<file path="src/rtl/multi_blinky_if.sv">
// Configuration write port and LED status bundle for multi_blinky.
interface multi_blinky_if #(
    parameter int unsigned NUM_LEDS = 4,
    parameter int unsigned CNT_W    = 16
);
    logic                cfg_we;
    logic [7:0]          cfg_ch;
    logic [1:0]          cfg_mode;
    logic [CNT_W-1:0]    cfg_half_period;
    logic [NUM_LEDS-1:0] led;
    logic [NUM_LEDS-1:0] busy;
    logic                tick;

    modport master (
        output cfg_we, cfg_ch, cfg_mode, cfg_half_period,
        input  led, busy, tick
    );

    modport slave (
        input  cfg_we, cfg_ch, cfg_mode, cfg_half_period,
        output led, busy, tick
    );
endinterface

</file>
<file path="src/rtl/multi_blinky.sv">
// Multi-channel LED driver: shared tick prescaler, per-channel OFF/ON/BLINK/FLASH.
module multi_blinky #(
    parameter int unsigned CLK_FREQ_HZ = 12_000_000,
    parameter int unsigned TICK_HZ     = 1_000,
    parameter int unsigned NUM_LEDS    = 4,
    parameter int unsigned CNT_W       = 16
) (
    input  logic           clk,
    input  logic           rst_n,
    multi_blinky_if.slave  bus
);
    localparam int unsigned DIV  = CLK_FREQ_HZ / TICK_HZ;
    localparam int unsigned PS_W = (DIV > 1) ? $clog2(DIV) : 1;

    typedef enum logic [1:0] {
        MODE_OFF   = 2'd0,
        MODE_ON    = 2'd1,
        MODE_BLINK = 2'd2,
        MODE_FLASH = 2'd3
    } mode_e;

    logic [PS_W-1:0]     ps_q, ps_d;
    logic                tick_q, tick_d;
    mode_e               mode_q [NUM_LEDS];
    mode_e               mode_d [NUM_LEDS];
    logic [CNT_W-1:0]    hp_q   [NUM_LEDS];
    logic [CNT_W-1:0]    hp_d   [NUM_LEDS];
    logic [CNT_W-1:0]    cnt_q  [NUM_LEDS];
    logic [CNT_W-1:0]    cnt_d  [NUM_LEDS];
    logic [CNT_W-1:0]    hpe_m1 [NUM_LEDS];
    logic [NUM_LEDS-1:0] led_q, led_d;
    logic [NUM_LEDS-1:0] busy_q, busy_d;

    // State registers for prescaler and all channels.
    always_ff @(posedge clk or negedge rst_n) begin
        if (!rst_n) begin
            ps_q   <= '0;
            tick_q <= 1'b0;
            led_q  <= '0;
            busy_q <= '0;
            for (int unsigned i = 0; i < NUM_LEDS; i++) begin
                mode_q[i] <= MODE_OFF;
                hp_q[i]   <= '0;
                cnt_q[i]  <= '0;
            end
        end else begin
            ps_q   <= ps_d;
            tick_q <= tick_d;
            led_q  <= led_d;
            busy_q <= busy_d;
            for (int unsigned i = 0; i < NUM_LEDS; i++) begin
                mode_q[i] <= mode_d[i];
                hp_q[i]   <= hp_d[i];
                cnt_q[i]  <= cnt_d[i];
            end
        end
    end

    // Prescaler wraps at DIV-1; tick is high while the count sits at DIV-1.
    always_comb begin
        ps_d   = (ps_q == PS_W'(DIV - 1)) ? '0 : ps_q + PS_W'(1);
        tick_d = (ps_d == PS_W'(DIV - 1));
    end

    // Terminal count per channel: a half-period of 0 behaves as 1.
    always_comb begin
        for (int unsigned i = 0; i < NUM_LEDS; i++) begin
            hpe_m1[i] = (hp_q[i] == '0) ? '0 : hp_q[i] - CNT_W'(1);
        end
    end

    // Channel next-state: a write to a channel overrides that channel's tick.
    always_comb begin
        led_d  = led_q;
        busy_d = '0;
        for (int unsigned i = 0; i < NUM_LEDS; i++) begin
            mode_d[i] = mode_q[i];
            hp_d[i]   = hp_q[i];
            cnt_d[i]  = cnt_q[i];
            if (bus.cfg_we && (bus.cfg_ch == 8'(i))) begin
                mode_d[i] = mode_e'(bus.cfg_mode);
                hp_d[i]   = bus.cfg_half_period;
                cnt_d[i]  = '0;
                led_d[i]  = (bus.cfg_mode != 2'(MODE_OFF));
            end else if (tick_q) begin
                case (mode_q[i])
                    MODE_BLINK: begin
                        if (cnt_q[i] == hpe_m1[i]) begin
                            cnt_d[i] = '0;
                            led_d[i] = ~led_q[i];
                        end else begin
                            cnt_d[i] = cnt_q[i] + CNT_W'(1);
                        end
                    end
                    MODE_FLASH: begin
                        if (cnt_q[i] == hpe_m1[i]) begin
                            cnt_d[i]  = '0;
                            led_d[i]  = 1'b0;
                            mode_d[i] = MODE_OFF;
                        end else begin
                            cnt_d[i] = cnt_q[i] + CNT_W'(1);
                        end
                    end
                    default: cnt_d[i] = '0;
                endcase
            end
            busy_d[i] = (mode_d[i] == MODE_FLASH);
        end
    end

    assign bus.led  = led_q;
    assign bus.busy = busy_q;
    assign bus.tick = tick_q;
endmodule

</file>
<file path="src/flat_wrapper.sv">
// flat-port wrapper written by rule: the top's interface ports become plain ports
module multi_blinky_flat 
#(
    parameter int unsigned CLK_FREQ_HZ = 12_000_000,
    parameter int unsigned TICK_HZ     = 1_000,
    parameter int unsigned NUM_LEDS    = 4,
    parameter int unsigned CNT_W       = 16
)
  (clk, rst_n, bus_cfg_we, bus_cfg_ch, bus_cfg_mode, bus_cfg_half_period, bus_led, bus_busy, bus_tick);
  multi_blinky_if #(.NUM_LEDS(NUM_LEDS), .CNT_W(CNT_W)) bus_i ();
  input  logic clk;
  input  logic rst_n;
  input wire logic [$bits(bus_i.cfg_we)-1:0] bus_cfg_we;
  input wire logic [$bits(bus_i.cfg_ch)-1:0] bus_cfg_ch;
  input wire logic [$bits(bus_i.cfg_mode)-1:0] bus_cfg_mode;
  input wire logic [$bits(bus_i.cfg_half_period)-1:0] bus_cfg_half_period;
  output wire logic [$bits(bus_i.led)-1:0] bus_led;
  output wire logic [$bits(bus_i.busy)-1:0] bus_busy;
  output wire logic [$bits(bus_i.tick)-1:0] bus_tick;
  assign bus_i.cfg_we = bus_cfg_we;
  assign bus_i.cfg_ch = bus_cfg_ch;
  assign bus_i.cfg_mode = bus_cfg_mode;
  assign bus_i.cfg_half_period = bus_cfg_half_period;
  assign bus_led = bus_i.led;
  assign bus_busy = bus_i.busy;
  assign bus_tick = bus_i.tick;
  multi_blinky #(.CLK_FREQ_HZ(CLK_FREQ_HZ), .TICK_HZ(TICK_HZ), .NUM_LEDS(NUM_LEDS), .CNT_W(CNT_W)) u_core (.clk(clk), .rst_n(rst_n), .bus(bus_i));
endmodule
</file>
<file path="config.mk">
export PLATFORM = sky130hd
export DESIGN_NAME = multi_blinky_flat
export DESIGN_NICKNAME = d
export VERILOG_FILES = /design/src/rtl/multi_blinky_if.sv /design/src/rtl/multi_blinky.sv /design/src/flat_wrapper.sv
export SDC_FILE = /design/constraint.sdc
export NUM_CORES = 1
export LEC_CHECK = 0
export CORE_AREA = 10 10 174 176
export DETAILED_ROUTE_END_ITERATION = 7
export DIE_AREA = 0 0 184 186
export PLACE_DENSITY_LB_ADDON = 0.12
export SYNTH_ARGS = -nofsm -noshare
export SYNTH_HDL_FRONTEND = slang
export SYNTH_SLANG_ARGS = --single-unit
</file>
<file path="constraint.sdc">
create_clock -name clk -period 3.8 [get_ports clk]
set_clock_uncertainty 0.2 [all_clocks]
set_input_delay 1.14 -clock clk [delete_from_list [all_inputs] [get_ports clk]]
set_output_delay 1.14 -clock clk [all_outputs]
set_load 0.05 [all_outputs]
</file>
==> metrics.cfg, run 1 <==
[outcome]
status=finished clean

[cells_and_area]
final_cells=1623
area_delta_synth_final_pct=15.35
antenna_cells=0
regArea_sq_um=3979
final_cell_area_sq_um=12130
layout-drive-gt1-share_pct=13.26
fin_util_pct=45.39
fill_cells=2661
nets=1308
multi_input_area_sq_um=6128

[flow_run]
drv_cap=0

[yosys]
ys_ff_latch=159
yosys.area.top_type=dfrtp_1
synth_common_cells=nand2_1, dfrtp_1, nor2_1
synth_edf_count=0
yosys_warnings=0
syn-num-nets=1264
synth_top_area_share_pct=37.83
ys_types=78
synthesis.area_sq_um=10520
synth-main-ff-cell=dfrtp_1
yosysMostFrequentCell=nand2_1
syn_area_per_cell_sq_um=8.585
async_flop_share_pct=100.0
synthTopCellsByArea=dfrtp_1, nand2_1, xnor2_1
ys_seq_area_share_pct=37.83
syn-instance-count=1225

[critical_path]
crit_type=reg -> reg
reg2regPathDepth=12
path_max_fanout=13
timing.rr.start=u_core.hp_q[49]
endpoint_kind=flop
r2r_end=u_core.bus.busy[0]
r2r_slack_ns=0.16
cp-start-kind=flop
cp.required_ns=3.92
arrival_ns=3.76

[routing]
drtIter0Drc=653
drtPass1Iterations=7
vias=9146
wirelength_mm=28.77
drc=0
vias_per_cell=5.635
wl_per_cell_microns=17.72
ant_nets=0

[cts]
clock_sinks=159
clk_latency_ns=0.43
numCtsBuffers=17
h-tree-depth=4
clockBufferDepth=2
cts_tree=done
clk_pin_slew_ns=0.07
hold_buffers=0
ctsRootBufferMaster=clkbuf_16

[global_routing]
grt_use_met1_pct=23.54
antenna_found_initial=1
gr-usage-met3_pct=2.730
grt.busiest_layer=met2
grt_pass1_vias=8794
overflow=0
grt_util_all_layers_pct=17.05
grt_pass1_wl_mm=47.01
grt_max_degree=57
gr-usage-met2_pct=27.15

[timing]
fmax_ghz=0.2748
period_share_pct=95.75
setup_tns_ns=0
rsz0062_at_grt=false
tightest_slew_ns=1.157
maxSlewViolCount=0
final_hold_viol_count=0
setup_viol=0
slew_headroom_pct=22.61
fin_crit_ns=3.639
worst_slack_ns=0.1615

[floorplanning]
coreArea_sq_um=26730
die_h_microns=186
dieArea_sq_um=34220
fp-row-count=60
io_pins=38
die_w_microns=184
floorplan.initialDensity_pct=39.35

[placement]
place_congestion=0.9109
port_buffers=37
place_area_sq_um=11550
numPlacedInstances=1591
dpl_worst_slack_ns=-0.04551
dp_hpwl_mm=20.99

[power]
vdd_drop_max_mv=0.2801
cellLeakagePower_nw=5.376
p_per_area_nw_per_um2=348.0

[hold_path]
hold-path-cell-count=1
worst_hold_path.endpoint=u_core.ps_q[4]
min-delay-start=u_core.ps_q[4]
hold_class=reg -> reg

## state kept, by name, summed over array words and instances, names as in the netlist
signal / count
u_core.ps_q: 14
u_core.cnt_q: 64
u_core.mode_q: 8
u_core.bus.led: 4
u_core.bus.tick: 1
u_core.hp_q: 64
u_core.bus.busy: 4
## worst max-delay path by stage
| stage | startpoint | to | slack (ns) | cells after the start |
|---|---|---|---|---|
| floorplan | u_core.hp_q[48] | u_core.cnt_q[57] | 0.12 | 13 |
| global placement | bus_cfg_we | u_core.cnt_q[0] | -0.0005 | 6 |
| detailed placement | bus_cfg_we | u_core.cnt_q[44] | -0.05 | 9 |
| CTS | u_core.hp_q[49] | u_core.bus.busy[0] | 0.15 | 12 |
| global route | u_core.hp_q[49] | u_core.cnt_q[54] | 0.01 | 11 |
| finish | u_core.hp_q[49] | u_core.bus.busy[0] | 0.16 | 12 |
## final cells by class
| class | count | share of cell area (%) |
|---|---|---|
| timing repair buffer | 110 | 7.788 |
| inverter | 23 | 0.7117 |
| multi-input combinational | 958 | 50.52 |
| tap | 341 | 3.517 |
| clock inverter | 15 | 1.155 |
| sequential | 159 | 32.80 |
| clock buffer | 17 | 3.507 |
## where the power goes
group	internal, W	switching (W)
Sequential	0.00174	0.0000504
Combinational	0.000321	0.000414
Clock	0.000912	0.000788
## through the flow
stage | hold WS (ns) | total power (W)
finish | 0.2976 | 0.004221
global route | 0.3372 | 0.004418
CTS | 0.3065 | 0.004267
detailed placement | 0.2879 | 0.002547
global placement | 0.2886 | 0.002546
floorplan | 0.2575 | 0.002271
## layout by cell type (no fill, tap or decap), types with 7 or more instances in the layout
cell               n
nand2_1          185
dfrtp_1          159
nor2_1            87
nand3_1           72
buf_4             71
o21ai_0           59
xnor2_1           52
a21oi_1           40
xor2_1            36
clkdlybuf4s50_1   36
nor3_1            33
mux2_2            32
nor4_1            26
and3_1            25
inv_1             23
nand4_1           17
mux2i_1           17
clkbuf_16         17
a22o_1            16
nand2b_1          15
or3_1             13
and2_1            13
nand3b_1          11
o31ai_1           11
nor3b_1           11
nor4b_1           10
or2_2             10
or4_1             10
ha_1              10
a211oi_1           9
nor2b_1            9
a211o_1            8
a21o_1             8
a221o_1            7
## what timing repair did
item / 4_1_cts / 5_1_grt
gates resized for setup: 0 / 3
setup endpoints to repair: 0 / 13
setup buffers: 0 / 0
## critical path: stages (launching register included)
cell	delay, ns
dfrtp_1	0.43
inv_1	0.10
ha_1	0.21
or4b_2	0.67
xnor2_1	0.20
a2bb2oi_1	0.10
nor4b_1	0.24
nor3_1	0.08
a311o_1	0.36
nor4_4	0.34
buf_4	0.26
a41oi_1	0.16
and2_1	0.19
## logic make-up (layout without fill, tap and decap cells)
kind of cell	after synthesis	after routing	share of synthesized area, %
AOI/OAI and AO/OA	229	229	15.23
xor gates and xnor gates	91	91	7.983
adders and majority gates	10	10	1.190
buffers and inverters	108	165	4.057
DFF	159	159	37.83
muxes	49	49	5.045
and+or+nand+nor	579	579	28.66
## routing by layer
| layer | up-vias | part of all wire, % |
|---|---|---|
| li1 | 4521 | - |
| met1 | 4421 | 49 |
| met2 | 180 | 45 |
| met3 | 24 | 4.1 |
| met4 | 0 | 1.2 |
| met5 | - | 0 |
(Power assumes the default switching activity.)
==> inputs of run 2 (changes only) <==
--- a/config.mk
+++ b/config.mk
@@ -6,7 +6,7 @@
 export NUM_CORES = 1
 export LEC_CHECK = 0
-export CORE_AREA = 10 10 174 176
+export CORE_AREA = 2 2 158 160
 export DETAILED_ROUTE_END_ITERATION = 7
-export DIE_AREA = 0 0 184 186
+export DIE_AREA = 0 0 160 162
 export PLACE_DENSITY_LB_ADDON = 0.12
 export SYNTH_ARGS = -nofsm -noshare
==> constraint.sdc (replaced) <==
create_clock -name clk -period 3.8 [get_ports clk]
set_clock_uncertainty 0.2 [all_clocks]
set_input_delay 1.14 -clock clk [delete_from_list [all_inputs] [get_ports clk]]
set_output_delay 1.14 -clock clk [all_outputs]
set_load 0.1 [all_outputs]
==> run 2 against run 1 <==
  * Clock power is 14% higher
  * Global-route usage is 4.9 points higher
  * Critical path depth is 2 lower
  * Final cell count is 1.2% lower
  * Combinational power is 1% higher
  * Die area is 24% lower
  * Power is 5.9% higher
  * Fmax is 0.34% lower
==> metrics.cfg, run 2 (synthesized netlist as in run 1, its figures left out) <==
[critical_path]
crit_type=reg -> reg
r2r_slack_ns=0.15
path_max_fanout=23
cp-start-kind=flop
endpoint_kind=flop
arrival_ns=3.77
cp.required_ns=3.92

[timing]
fmax_ghz=0.2739
maxSlewViolCount=0
setup_tns_ns=0
slew_headroom_pct=22.57
holdWs_ns=0.3011
period_share_pct=96.08
tightest_slew_ns=1.157
final_hold_viol_count=0
fin_crit_ns=3.651
setup_viol=0

[cells_and_area]
nets=1305
multi_input_area_sq_um=6133
fill_cells=2389
regArea_sq_um=3979
antenna_cells=0
final_cell_area_sq_um=12170
largestRegisters=u_core.cnt_q: 64 flops, u_core.hp_q: 64 flops, u_core.ps_q: 14 flops
final_cells=1603
final_cell_mix=nand2_1, dfrtp_1, nor2_1, buf_4, nand3_1
final_common_cell=nand2_1
area_delta_synth_final_pct=15.70
layout-drive-gt1-share_pct=13.76

[cts]
hold_buffers=0
h-tree-depth=4
ctsRootBufferMaster=clkbuf_16
cts_tree=done
clock_sinks=159
clockBufferDepth=2
clk_pin_slew_ns=0.07
numCtsBuffers=17
clk_latency_ns=0.43

[power]
vdd_drop_max_mv=0.2162
clockPowerShare_pct=43.4
power.net_switching_w=0.001228
internal_power_w=0.003245
combPwrFrac_pct=16.7
cellLeakagePower_nw=5.417
seqPwrFrac_pct=40.0
p_per_area_nw_per_um2=367.5
switching_share_pct=27.45

[placement]
place_congestion=0.9103
place_area_sq_um=11480
numPlacedInstances=1569
dp_hpwl_mm=20.18
port_buffers=37

[floorplanning]
coreArea_sq_um=24110
io_pins=38
fp-row-count=57
floorplan.initialDensity_pct=43.63
dieArea_sq_um=25920
die_h_microns=162
die_w_microns=160

[routing]
wl_per_cell_microns=17.41
wirelength_mm=27.91
vias_per_cell=5.750
drtPass1Iterations=5
drc=0
wl_met2_mm=13.05
drtIter0Drc=770
top_layer=met4
vias=9217
wirelength_met1_mm=13.46
wl_met3_mm=1.107
ant_nets=0

[global_routing]
grt_pass1_wl_mm=46.20
overflow=0
grt_max_degree=65
antenna_found_initial=0
grt_pass1_vias=8792
grt_util_all_layers_pct=21.98

[outcome]
status=finished clean

[hold_path]
hold_class=reg -> reg

[flow_run]
drv_cap=0

[run 2: cell count changes in the layout (fill, tap and decap cells not counted), moves of 4 or more]
cell             previous run  this run
buf_4                      71        76
clkinv_4                    5         1
clkdlybuf4s50_1            36        27
bufinv_16                   1         5
[run 2: worst max-delay path, cell delays in order (launching register included)]
cell,delay [ns]
dfrtp_1,0.45
or4_1,0.68
or4_1,0.55
a211oi_1,0.30
o21ai_0,0.15
a221oi_1,0.28
and4_1,0.27
nand2b_1,0.16
buf_12,0.16
nor3_1,0.06
a211o_1,0.27
[run 2: timing repair]
| item | 4_1_cts | 5_1_grt |
|---|---|---|
| endpoints found under the setup margin | 0 | 30 |
| gates resized for setup | 0 | 4 |
| hold endpoints to repair | 0 | 0 |
| buffers inserted | 0 | 2 |
[run 2: worst paths after layout]
kind | from | endpoint | cells past startpoint
max | u_core.hp_q[25] | u_core.cnt_q[21] | 10
min | u_core.ps_q[4] | u_core.ps_q[4] | 1
max reg2reg | u_core.hp_q[25] | u_core.cnt_q[21] | 10
min reg2reg | u_core.ps_q[4] | u_core.ps_q[4] | 1
max in group asynchronous | rst_n | u_core.cnt_q[7] | 2
min in group asynchronous | rst_n | u_core.cnt_q[21] | 1
[run 2: power groups by stage]
stage | clock network [W] | registers, W | logic (W)
floorplan | 0 | 0.00182 | 0.000461
global placement | 0 | 0.00182 | 0.000733
detailed placement | 0 | 0.00182 | 0.000733
CTS | 0.00198 | 0.00179 | 0.000739
global route | 0.00203 | 0.00179 | 0.000813
finish | 0.00194 | 0.00179 | 0.000746
[run 2: metal layers]
| layer | up-vias | global-route usage (%) |
|---|---|---|
| met5 | - | 0 |
| met2 | 200 | 35.60 |
| met3 | 25 | 3.703 |
| met4 | 0 | 4.791 |
| li1 | 4511 | - |
| met1 | 4481 | 31.09 |
[run 2: final cells by class]
type	instances	area share, %
multi-input cells	958	50.41
flip-flops and latches	159	32.70
repair buffers	107	7.496
clock buffers	19	3.640
well taps	324	3.332
clock inverters	13	1.717
inverters	23	0.7095
[run 2: per-stage QoR]
step | utilization, % | setup WS, ns | total power, W
global placement | 47.64 | 0.1316 | 0.002549
finish | 50.48 | 0.1490 | 0.004472
detailed placement | 47.64 | 0.08896 | 0.002550
floorplan | - | 0.1186 | 0.002283
CTS | 50.34 | 0.06752 | 0.004501
global route | 50.48 | -0.001557 | 0.004641
